File: src/rtl/uart_tx_arbiter.sv
// rtl/uart_tx_arbiter.sv - round-robin arbiter sharing one uart_tx among N_REQ byte producers
// An optional packet lock keeps the grant on one owner until its last byte or a lock timeout.
module uart_tx_arbiter #(
  parameter int N_REQ        = 4,
  parameter int DATA_BITS    = 8,
  parameter int LOCK_TIMEOUT = 1024
) (
  input  logic                       sysclk_in,
  input  logic                       rst_in,
  input  logic [N_REQ-1:0]           req_valid_in,
  input  logic [N_REQ*DATA_BITS-1:0] req_data_in,
  input  logic [N_REQ-1:0]           req_last_in,
  output logic [N_REQ-1:0]           req_ready_out,
  output logic [DATA_BITS-1:0]       tx_data_out,
  output logic                       data_rdy_out,
  input  logic                       tx_busy_in,
  output logic                       grant_valid_out,
  output logic [$clog2(N_REQ)-1:0]   grant_idx_out
);
  localparam int IDX_W = $clog2(N_REQ);
  localparam int CNT_W = (LOCK_TIMEOUT > 1) ? $clog2(LOCK_TIMEOUT + 1) : 1;

  typedef enum logic [1:0] {S_IDLE, S_LOAD, S_SEND, S_HOLD} state_t;

  state_t               r_state, w_state_n;
  logic [N_REQ-1:0]     r_ready, w_ready_n;
  logic [DATA_BITS-1:0] r_tx_data, w_tx_data_n;
  logic                 r_data_rdy, w_data_rdy_n;
  logic                 r_grant_valid, w_grant_valid_n;
  logic [IDX_W-1:0]     r_grant_idx, w_grant_idx_n;
  logic [IDX_W-1:0]     r_last_grant, w_last_grant_n;
  logic                 r_last_q, w_last_q_n;
  logic [CNT_W-1:0]     r_cnt, w_cnt_n;

  logic                 w_found_hi, w_found_any;
  logic [IDX_W-1:0]     w_sel_hi, w_sel_any, w_sel;
  logic [DATA_BITS-1:0] w_sel_data, w_own_data;
  logic                 w_sel_last, w_own_last, w_own_valid;

  // Round-robin pick: lowest valid index above the last grant, else lowest valid overall.
  always_comb begin
    w_found_hi  = 1'b0;
    w_found_any = 1'b0;
    w_sel_hi    = '0;
    w_sel_any   = '0;
    for (int i = N_REQ - 1; i >= 0; i--) begin
      if (req_valid_in[i]) begin
        w_found_any = 1'b1;
        w_sel_any   = IDX_W'(i);
        if (IDX_W'(i) > r_last_grant) begin
          w_found_hi = 1'b1;
          w_sel_hi   = IDX_W'(i);
        end
      end
    end
    w_sel = w_found_hi ? w_sel_hi : w_sel_any;
  end

  always_comb begin
    w_sel_data = '0;
    w_sel_last = 1'b0;
    w_own_data = '0;
    w_own_last = 1'b0;
    for (int i = 0; i < N_REQ; i++) begin
      if (IDX_W'(i) == w_sel) begin
        w_sel_data = req_data_in[i*DATA_BITS +: DATA_BITS];
        w_sel_last = req_last_in[i];
      end
      if (IDX_W'(i) == r_grant_idx) begin
        w_own_data = req_data_in[i*DATA_BITS +: DATA_BITS];
        w_own_last = req_last_in[i];
      end
    end
    w_own_valid = req_valid_in[r_grant_idx];
  end

  always_comb begin
    w_state_n       = r_state;
    w_ready_n       = '0;
    w_tx_data_n     = r_tx_data;
    w_data_rdy_n    = r_data_rdy;
    w_grant_valid_n = r_grant_valid;
    w_grant_idx_n   = r_grant_idx;
    w_last_grant_n  = r_last_grant;
    w_last_q_n      = r_last_q;
    w_cnt_n         = r_cnt;
    case (r_state)
      S_IDLE: begin
        if (w_found_any) begin
          w_tx_data_n      = w_sel_data;
          w_last_q_n       = w_sel_last;
          w_grant_idx_n    = w_sel;
          w_last_grant_n   = w_sel;
          w_grant_valid_n  = 1'b1;
          w_ready_n[w_sel] = 1'b1;
          w_data_rdy_n     = 1'b1;
          w_state_n        = S_LOAD;
        end
      end
      S_LOAD: begin
        if (tx_busy_in) begin
          w_data_rdy_n = 1'b0;
          w_state_n    = S_SEND;
        end
      end
      S_SEND: begin
        if (!tx_busy_in) begin
          if (r_last_q) begin
            w_state_n       = S_IDLE;
            w_grant_valid_n = 1'b0;
          end else begin
            w_state_n = S_HOLD;
            w_cnt_n   = '0;
          end
        end
      end
      S_HOLD: begin
        // Other requesters are deliberately ignored while the packet is locked.
        if (w_own_valid) begin
          w_tx_data_n            = w_own_data;
          w_last_q_n             = w_own_last;
          w_ready_n[r_grant_idx] = 1'b1;
          w_data_rdy_n           = 1'b1;
          w_state_n              = S_LOAD;
        end else begin
          w_cnt_n = r_cnt + 1'b1;
          if (LOCK_TIMEOUT != 0 && w_cnt_n == CNT_W'(LOCK_TIMEOUT)) begin
            w_state_n       = S_IDLE;
            w_grant_valid_n = 1'b0;
          end
        end
      end
      default: w_state_n = S_IDLE;
    endcase
  end

  always_ff @(posedge sysclk_in or posedge rst_in) begin
    if (rst_in) begin
      r_state       <= S_IDLE;
      r_ready       <= '0;
      r_tx_data     <= '0;
      r_data_rdy    <= 1'b0;
      r_grant_valid <= 1'b0;
      r_grant_idx   <= '0;
      r_last_grant  <= IDX_W'(N_REQ - 1);
      r_last_q      <= 1'b0;
      r_cnt         <= '0;
    end else begin
      r_state       <= w_state_n;
      r_ready       <= w_ready_n;
      r_tx_data     <= w_tx_data_n;
      r_data_rdy    <= w_data_rdy_n;
      r_grant_valid <= w_grant_valid_n;
      r_grant_idx   <= w_grant_idx_n;
      r_last_grant  <= w_last_grant_n;
      r_last_q      <= w_last_q_n;
      r_cnt         <= w_cnt_n;
    end
  end

  assign req_ready_out   = r_ready;
  assign tx_data_out     = r_tx_data;
  assign data_rdy_out    = r_data_rdy;
  assign grant_valid_out = r_grant_valid;
  assign grant_idx_out   = r_grant_idx;
endmodule

File: config.mk
export PLATFORM = sky130hd
export DESIGN_NAME = uart_tx_arbiter
export DESIGN_NICKNAME = d
export VERILOG_FILES = /design/src/rtl/uart_tx_arbiter.sv
export SDC_FILE = /design/constraint.sdc
export NUM_CORES = 1
export LEC_CHECK = 0
export ABC_AREA = 1
export BUFFER_PORTS_ARGS = -buffer_cell sky130_fd_sc_hd__buf_2
export CORE_MARGIN = 5
export CORE_UTILIZATION = 50
export CTS_CLUSTER_SIZE = 40
export DETAILED_ROUTE_END_ITERATION = 8
export GPL_TIMING_DRIVEN = 0
export PLACE_DENSITY_LB_ADDON = 0.15
export SYNTH_ARGS = -nofsm -noshare
export SYNTH_HDL_FRONTEND = slang
export SYNTH_SLANG_ARGS = --single-unit
File: constraint.sdc
create_clock -name sysclk_in -period 1.51 [get_ports sysclk_in]
set_input_delay 0.302 -clock sysclk_in [delete_from_list [all_inputs] [get_ports sysclk_in]]
set_output_delay 0.302 -clock sysclk_in [all_outputs]
set_load 0.02 [all_outputs]
After elaboration in Yosys (flattened, before gate mapping)
Index checks and enable logic that the tools add are counted.

Reductions and logical operators: 15. Order comparisons: 8. Mux-type cells: 76. $add $sub $neg: 1. Equality and inequality tests: 19.

Operator list (number): 8-bit 2-to-1 mux (10); 2-bit 2-to-1 mux (19); 11-bit 2-to-1 mux (3); 1-bit 2-to-1 mux (32); 11-bit case mux with 2 select lines (1); 2-bit != test, second input constant (8); 8-bit case mux with 2 select lines (1); 4-bit AND reduction (3); 11-bit by 1-bit adder with 11-bit output, second input constant (1); 11-bit equality test, second input constant (1); 2-bit equality test, first input constant (4); 4-bit 2-to-1 mux (2); 2-bit case mux with 4 select lines (1); 4-bit case mux with 2 select lines (1); 2-bit zero test (3); 2-bit by 3-bit < comparator with 1-bit output, second input constant (2); 1-bit case mux with 3 select lines (2); 6-bit AND reduction (1); 3-bit nonzero test (2); 1-bit demux with 2-bit select (2); 1-bit by 2-bit equality test with 1-bit output, first input constant (2); 2-bit equality test, second input constant (2); 2-bit by 1-bit greater-or-equal comparator with 1-bit output, second input constant (2); 1-bit by 2-bit > comparator with 1-bit output, first input constant (2); 9 further kinds (12).

Logic and storage cells: 128. Output and inout port bits: 16. Register bits after elaboration: 32. Input bits: 43.

Longest topological paths before layout
Gate-level depths: netlist (run 1).

Depth in word-level cells: 17. Depth in mapped cells: 13.

Worst setup path before layout (run 1)
Ideal clock, no wire load.

Path type: reg2reg. Start point: register r_cnt[0]. End point: register r_state[0]. Setup time: 0.117 ns. Data required time: 1.393 ns. Cell stages (with the launch flop): 14. Arrival: 1.425 ns. Slack: -0.031 ns. Clock period less this slack: 1.541 ns. Path buffers: 0. Path through: dfrtp_1 -> ha_1 -> nand2_1 -> inv_1 -> nand3_1 -> nand2_1 -> nor2_1 -> nand2_1 -> nor2_2 -> nand3_2 -> nand2_2 -> nand2_1 -> nand2_1 -> nand2_1.

Cells in the longest elaborated chain, start to end: 4.

Ends and longest elaborated chain: from (decl) (line 33) `logic [CNT_W-1:0] r_cnt, w_cnt_n;`; from (signal assigned) (line 157) `r_cnt <= w_cnt_n;`; 11-bit by 1-bit adder with 11-bit output (line 126) `w_cnt_n = r_cnt + 1'b1;`; 11-bit equality test (line 127) `if (LOCK_TIMEOUT != 0 && w_cnt_n == CNT_W'(LOCK_TIMEOUT)) begin`; 3-bit != test (no line); 4-bit AND reduction (no line); to (signal assigned) (line 149) `r_state <= w_state_n;`; to (decl) (line 25) `state_t r_state, w_state_n;`.

Every way passes these cells. A chain may end at the register's enable or synchronous reset.

Final worst setup path (run 1)
Start point: register r_last_grant[1]. End point: register r_last_q.

Cells in the longest elaborated chain, start to end: 17. Elaborated cells between the ends (all ways): 31. Classes of those cells: order compare: 4; eq/ne: 3; mux: 23; reduce/logical: 1.

Ends and longest elaborated chain: from (decl) (line 31) `logic [IDX_W-1:0] r_last_grant, w_last_grant_n;`; from (signal assigned) (line 145) `r_last_grant <= IDX_W'(N_REQ - 1);`; from (signal assigned) (line 155) `r_last_grant <= w_last_grant_n;`; 2-bit > comparator (line 50) `if (IDX_W'(i) > r_last_grant) begin`; 2-bit 2-to-1 mux / 1-bit 2-to-1 mux (equally long branches) (line 50); 2-bit 2-to-1 mux / 1-bit 2-to-1 mux (equally long branches) (line 47) `if (req_valid_in[i]) begin`; 2-bit 2-to-1 mux / 1-bit 2-to-1 mux (equally long branches) (line 50); 2-bit 2-to-1 mux / 1-bit 2-to-1 mux (equally long branches) (line 47); 2-bit 2-to-1 mux / 1-bit 2-to-1 mux (equally long branches) (line 50); 2-bit 2-to-1 mux / 1-bit 2-to-1 mux (equally long branches) (line 47); 2-bit 2-to-1 mux / 1-bit 2-to-1 mux (equally long branches) (line 50); 2-bit 2-to-1 mux / 1-bit 2-to-1 mux (equally long branches) (line 47); 2-bit 2-to-1 mux (*) (line 56) `w_sel = w_found_hi ? w_sel_hi : w_sel_any;`; 2-bit zero test (line 65) `if (IDX_W'(i) == w_sel) begin`; 1-bit 2-to-1 mux (3 in series) (line 65); 1-bit 2-to-1 mux (*) (line 65); 1-bit 2-to-1 mux (*) (line 89) `if (w_found_any) begin`; 1-bit case mux with 2 select lines (*) (line 87) `case (r_state)`; to (signal assigned) (line 156) `r_last_q <= w_last_q_n;`; to (decl) (line 32) `logic r_last_q, w_last_q_n;`.

Every way passes the cells marked *; elsewhere a longest branch is shown, timed or not. The select of a mux whose other input is x is not followed.

==> metrics.cfg, run 1 <==
[status]
status = finished with violations
violations = negative setup slack

[critical_path]
worstRegToRegCells = 11
worstPathArrival_ns = 1.87
critPathTopFamily = simple AND/OR/NAND/NOR gates
critical_path_buf_inv_count = 2
rrSetupSlack_ns = -0.15
crit_top_cell = nand2_4
cp_slowest_stage_delay_ns = 0.58
cpMaxStageDelayCell = dfstp_2
critPathKind = flip-flop to flip-flop
worstSetupPathDepth = 11
crit_chain = nor2_2 -> nand2_4 -> nand2_2 -> inv_2 -> nand2_4 -> nand2_4 -> buf_6 -> nand3_2 -> nand3_2 -> nand2_1 -> a21boi_1
worst_ep_required_time_ns = 1.73
cp_max_fo = 5
startpoint_type = flip-flop
end_kind = flip-flop

[cts]
cts.clk_slew.worst_paths_ns = 0.07
cts_tree = built
htreeDepth = 2
postCtsHoldBufs = 0
cts.sinks = 32
numCtsBuffers = 5
clk_path_buf_depth = 2
cts-root-buf = clkbuf_8
insertion_delay_ns = 0.30

[placed_design]
portBuffers = 58
gp_congestion = 0.911
post-place-ws_ns = -0.201
dpl.hpwl_um = 5340
placed_cells = 528

[sta]
drv_slew = 0
slew_headroom_pct = 52.1
rsz0062_at_grt = true
hold_ws_ns = 0.121
setup_violations = 27
min_period_over_period_pct = 110
setup_tns_ns = -2.12
hold_violations = 0
layout_min_cycle_time_ns = 1.66
worst_pin_slew_ns = 0.717
finalClockSkew_ns = 0.00531
postLayoutSetupSlackWorst_ns = -0.145
max_freq_mhz = 604

[route]
vias = 3067
wl_per_cell_um = 14.6
drtIter0Drc = 207
drtPass1Iterations = 7
vias_per_cell = 5.39
antenna_left = 0
wl_um = 8330
drc = 0

[die]
die-area_sq_um = 6940
initial_core_util_pct = 51.9
coreArea_sq_um = 5170
rows = 26
ioPinCount = 59
die_y_um = 83.3
fp.dieW_um = 83.3

[logic_synthesis]
synth_ff_type = dfrtp_1
synth_nets = 448
syn_avg_cell_area_sq_um = 6.72
synth_edf_count = 0
syn_area_sq_um = 2690
yosysTopAreaCell = dfrtp_1
ys.warnings.count = 0
ys_ff_latch = 32
synthDominantCellAreaShare_pct = 27.9
yosysUniqueCellTypes = 35
syn_inst = 400
synthArstFlopShare_pct = 100
ys_top_cells_by_area = dfrtp_1 28%, nand2_1 17%, inv_1 9.4%, nand3_1 5.0%, a21oi_1 4.1%
yosysSeqAreaShare_pct = 29.9

[power_and_ir_drop]
p_leak_uw = 0.00205
powerDensity_nw_per_um2 = 1940
ir_drop_mv = 1.57

[layout]
num-fill-cells = 399
fin_cells = 569
multi_input_area_sq_um = 1860
antenna_cells = 0
final_core_util_pct = 73.6
fin_nets = 546
final-seq-area_sq_um = 807
syn_to_final_growth_pct = 41.8
drive_above_1_share_pct = 43.7

[global_routing]
grtUsageTotal_pct = 22.9
grt_max_degree = 33
grt.overflow.total = 0
grt_pass1_wl_um = 13000
antenna_found_initial = 0
grt_pass1_vias = 2952

[job]
cap_violations = 0

[worst_hold_path]
hold_path.class = input pin to async pin

==> path summary, 6_finish.rpt <==
path / startpoint / end
setup / recovery: r_last_grant[1] / r_last_q
hold / removal: rst_in / req_ready_out[3]
setup reg to reg: r_last_grant[1] / r_last_q
hold reg to reg: grant_valid_out / grant_valid_out
max in group asynchronous: rst_in / r_cnt[3]
min in group sysclk_in: tx_busy_in / data_rdy_out
==> layout by cell type (no fill, tap or decap), types with 13 or more instances in the layout <==
cell type  instances
nand2_1          103
buf_6             13
inv_2             13
nand3_1           19
inv_1             57
nand2_4           14
nand2_2           15
buf_4             21
a21oi_1           20
buf_2             58
dfrtp_1           27
==> metrics by stage <==
step                instance area, sq um  power [uW]
finish                              3810        7380
global route                        3810        7890
CTS                                 3430        6290
detailed placement                  3070        4980
global placement                    3070        4930
floorplan                           2690        4100
==> layer usage <==
| metal | share of wire (%) | track usage, % | routed length, um | vias up |
|---|---|---|---|---|
| met1 | 39 | 28.2 | 3230 | 1360 |
| met5 | 0 | 0 | 0 | - |
| met2 | 48 | 37.0 | 3980 | 188 |
| li1 | - | - | - | 1481 |
| met4 | 4.1 | 13.8 | 341 | 0 |
| met3 | 9.2 | 4.06 | 768 | 38 |
==> where the power goes <==
part | total (uW) | switching (uW) | internal [uW] | leakage [uW]
clock network | 691 | 370 | 321 | 0.0000479
registers | 1430 | 252 | 1180 | 0.000397
logic | 5260 | 3100 | 2160 | 0.00161
total | 7380 | 3720 | 3660 | 0.00205
==> logic make-up (layout without fill, tap and decap cells) <==
logic type | count (synthesis) | count (layout) | share of synthesized area (%)
adders and majority gates | 5 | 5 | 2.33
buffers and inverters | 84 | 182 | 13.2
DFF | 32 | 32 | 29.9
AOI/OAI and AO/OA | 69 | 69 | 16.3
and+or+nand+nor | 210 | 211 | 38.3
==> layout make-up <==
class	count	share of cell area [%]
Sequential cell	32	21.2
Clock inverter	3	0.493
Buffer	8	2.17
Tap cell	70	2.30
Timing Repair Buffer	88	14.9
Clock buffer	5	1.81
Multi-Input combinational cell	285	48.7
Inverter	76	8.02
Timing Repair inverter	2	0.427
==> cells in the mapped netlist (3+ instances only) <==
cell type and number:
inv_1 67, nand4_1 10, a21boi_1 3, buf_6 4, nand3_2 7, dfrtp_1 30
o2111ai_1 9, nand2_1 121, a21oi_1 22, a21oi_2 5, nand2_2 10, o21ai_1 6
nor2_1 19, inv_2 6, ha_1 5, nand3_1 27, nor2_2 6, o21ai_0 19
==> sequential cells by signal, summed over array words and instances, names as in the netlist <==
register	count
r_state	2
data_rdy_out	1
r_last_grant	2
r_last_q	1
req_ready_out	4
grant_valid_out	1
r_cnt	11
tx_data_out	8
grant_idx_out	2
==> what timing repair did <==
action,4_1_cts,5_1_grt
cloned,5,2
setup buffers,17,9
endpoints found under the hold margin,0,0
pin swaps,13,30
resized for setup,42,78
setup endpoints to repair,27,31
Power figures use the tool's default switching activity.
==> inputs of run 2 (changes only) <==
--- a/config.mk
+++ b/config.mk
@@ -12,7 +12,7 @@
 export CTS_CLUSTER_SIZE = 40
 export DETAILED_ROUTE_END_ITERATION = 8
 export GPL_TIMING_DRIVEN = 0
-export PLACE_DENSITY_LB_ADDON = 0.15
+export PLACE_DENSITY = 0.89
 export SYNTH_ARGS = -nofsm -noshare
 export SYNTH_HDL_FRONTEND = slang
 export SYNTH_SLANG_ARGS = --single-unit
==> metrics.cfg, run 2 (synthesis gave the netlist of run 1 again) <==
[cts]
insertion_delay_ns = 0.30  ; about the same
cts.clk_slew.worst_paths_ns = 0.07  ; about the same
cts.sinks = 32  ; unchanged
clk_path_buf_depth = 2  ; unchanged
numCtsBuffers = 5  ; unchanged
cts_tree = built
htreeDepth = 2  ; unchanged
cts-root-buf = clkbuf_8
postCtsHoldBufs = 0  ; unchanged

[layout]
fin_nets = 538  ; -1.5%
top_register = r_cnt
final_core_util_pct = 72.1  ; -1.5 points
drive_above_1_share_pct = 45.0  ; +1.3 points
fin_area_sq_um = 3730  ; -2.1%
layout_commonest_cell = nand2_1
antenna_cells = 0  ; unchanged
syn_to_final_growth_pct = 38.8
mostFrequentLayoutCells = 106 x nand2_1, 58 x buf_2, 56 x inv_1, 25 x dfrtp_1, 23 x nand3_2
largest_reg_flops = 11  ; unchanged

[power_and_ir_drop]
p_leak_uw = 0.00196  ; -4.5%
ir_drop_mv = 1.47  ; -6.7%
powerDensity_nw_per_um2 = 1880  ; -3.0%
total_power_uw = 7010  ; -5.0%

[critical_path]
critPathTopFamily = simple AND/OR/NAND/NOR gates
cp_slowest_stage_delay_ns = 0.44  ; -0.14 ns
cpMaxStageDelayCell = dfrtp_1
crit_chain = inv_2 -> ha_1 -> o21ai_0 -> nand3_4 -> nor2_4 -> nand2_1 -> o21ai_1
r2r-end = r_cnt[0]
startpoint_type = flip-flop
worst_ep_required_time_ns = 1.73  ; about the same
r2r_start = r_state[0]
worstPathArrival_ns = 1.91  ; +0.04 ns
cp_max_fo = 7  ; +2
critPathKind = flip-flop to flip-flop
rrSetupSlack_ns = -0.19  ; -0.04 ns
critical_path_buf_inv_count = 1  ; -1
worstRegToRegCells = 7  ; -4
end_kind = flip-flop

[sta]
rsz0062_at_grt = true
slew_headroom_pct = 52.4  ; +0.31 points
setup_violations = 25  ; -7.4%
max_freq_mhz = 590  ; -2.4%
finalClockSkew_ns = 0.00846  ; +0.00315 ns
min_period_over_period_pct = 112  ; +2.7 points
setup_tns_ns = -2.82  ; -0.699 ns
layout_min_cycle_time_ns = 1.70  ; +0.0401 ns
postLayoutSetupSlackWorst_ns = -0.185  ; -0.0401 ns
worst_pin_slew_ns = 0.713  ; -0.00458 ns
hold_violations = 0  ; unchanged
drv_slew = 0  ; unchanged

[route]
wl_um = 8850  ; +6.3%
vias = 3156  ; +2.9%
drtIter0Drc = 273  ; +32%
drc = 0  ; unchanged
drtPass1Iterations = 5  ; -2
antenna_left = 0  ; unchanged
vias_per_cell = 5.63  ; +4.4%
wl_per_cell_um = 15.8  ; +7.8%

[global_routing]
grt.overflow.total = 0  ; unchanged
grt_pass1_wl_um = 13700  ; +4.9%
antenna_found_initial = 0  ; unchanged
grtUsageTotal_pct = 23.7  ; +0.85 points
grt_max_degree = 33  ; unchanged
grt_pass1_vias = 3036  ; +2.8%

[die]
coreArea_sq_um = 5170  ; unchanged
fp.dieW_um = 83.3  ; unchanged
initial_core_util_pct = 51.9  ; unchanged
die-area_sq_um = 6940  ; unchanged
ioPinCount = 59  ; unchanged
die_y_um = 83.3  ; unchanged
rows = 26  ; unchanged

[job]
cap_violations = 0  ; unchanged

[status]
violations = negative setup slack
status = finished with violations

[placed_design]
post-place-ws_ns = -0.165  ; +0.0357 ns
placed_cell_area_sq_um = 3070  ; unchanged
portBuffers = 58  ; unchanged
dpl.hpwl_um = 5420  ; +1.5%
gp_congestion = 0.967  ; +6.2%

[worst_hold_path]
hold_path.class = input pin to async pin

==> run 2: changes by cell type in the layout (fill, tap and decap cells not counted), sizes merged <==
cell / before / now
clkbuf: 8 / 10
inv: 74 / 73
buf: 93 / 87
clkinvlp: 2 / 1
clkinv: 5 / 3
==> run 2: worst register-to-register path, stage by stage, from the launching register on <==
cell and delay, ns:
dfrtp_1 0.44, inv_2 0.08, ha_1 0.26, o21ai_0 0.17
nand3_4 0.25, nor2_4 0.22, nand2_1 0.10, o21ai_1 0.10
==> run 2: how the worst max path moves through the flow <==
| stage | startpoint | to | slack [ns] | depth (start not counted) |
|---|---|---|---|---|
| after global placement | r_state[1] | req_ready_out[2] | -0.12 | 6 |
| after floorplan | grant_idx_out[0] | r_cnt[10] | 0.009 | 9 |
| after global routing | r_cnt[1] | r_state[0] | -0.26 | 12 |
| final | r_state[0] | r_cnt[0] | -0.19 | 7 |
| after detailed placement | r_last_grant[0] | tx_data_out[0] | -0.17 | 10 |
| after CTS | r_last_grant[0] | r_last_q | -0.07 | 11 |
==> run 2: cell type report <==
class,instances,area [sq um]
Clock buffer,8,80.1
Tap cell,70,87.6
Fill cell,363,1440
Multi-Input combinational cell,285,1880
Buffer,7,78.8
Inverter,76,303
Sequential cell,32,810
Timing Repair inverter,1,5.00
Timing Repair Buffer,82,485
==> run 2: report_power, final <==
part	total [uW]	leakage (uW)	switching (uW)	internal, uW
combinational	4910	0.00152	3020	1890
sequential	1430	0.000394	246	1180
clock	675	0.0000395	347	328
==> run 2: layer usage <==
metal | share of wire, % | global-route usage, %
met1 | 38 | 29.2
met2 | 49 | 39.1
met3 | 9.0 | 4.26
met4 | 3.8 | 12.9
met5 | 0 | 0
==> run 2: metrics by stage <==
step           hold WS, ns  std cells
2_1_floorplan        0.417        400
3_3_place_gp         0.470        528
3_5_place_dp         0.475        528
4_1_cts              0.353        555
5_1_grt              0.199        561
6_report             0.114        561
==> run 2: timing repair <==
| item | 4_1_cts | 5_1_grt |
|---|---|---|
| endpoints found under the hold margin | 0 | 0 |
| pin swaps | 27 | 24 |
| setup endpoints to repair | 29 | 31 |
| cloned | 5 | 0 |
| gates resized for setup | 60 | 59 |
| setup buffers | 14 | 7 |
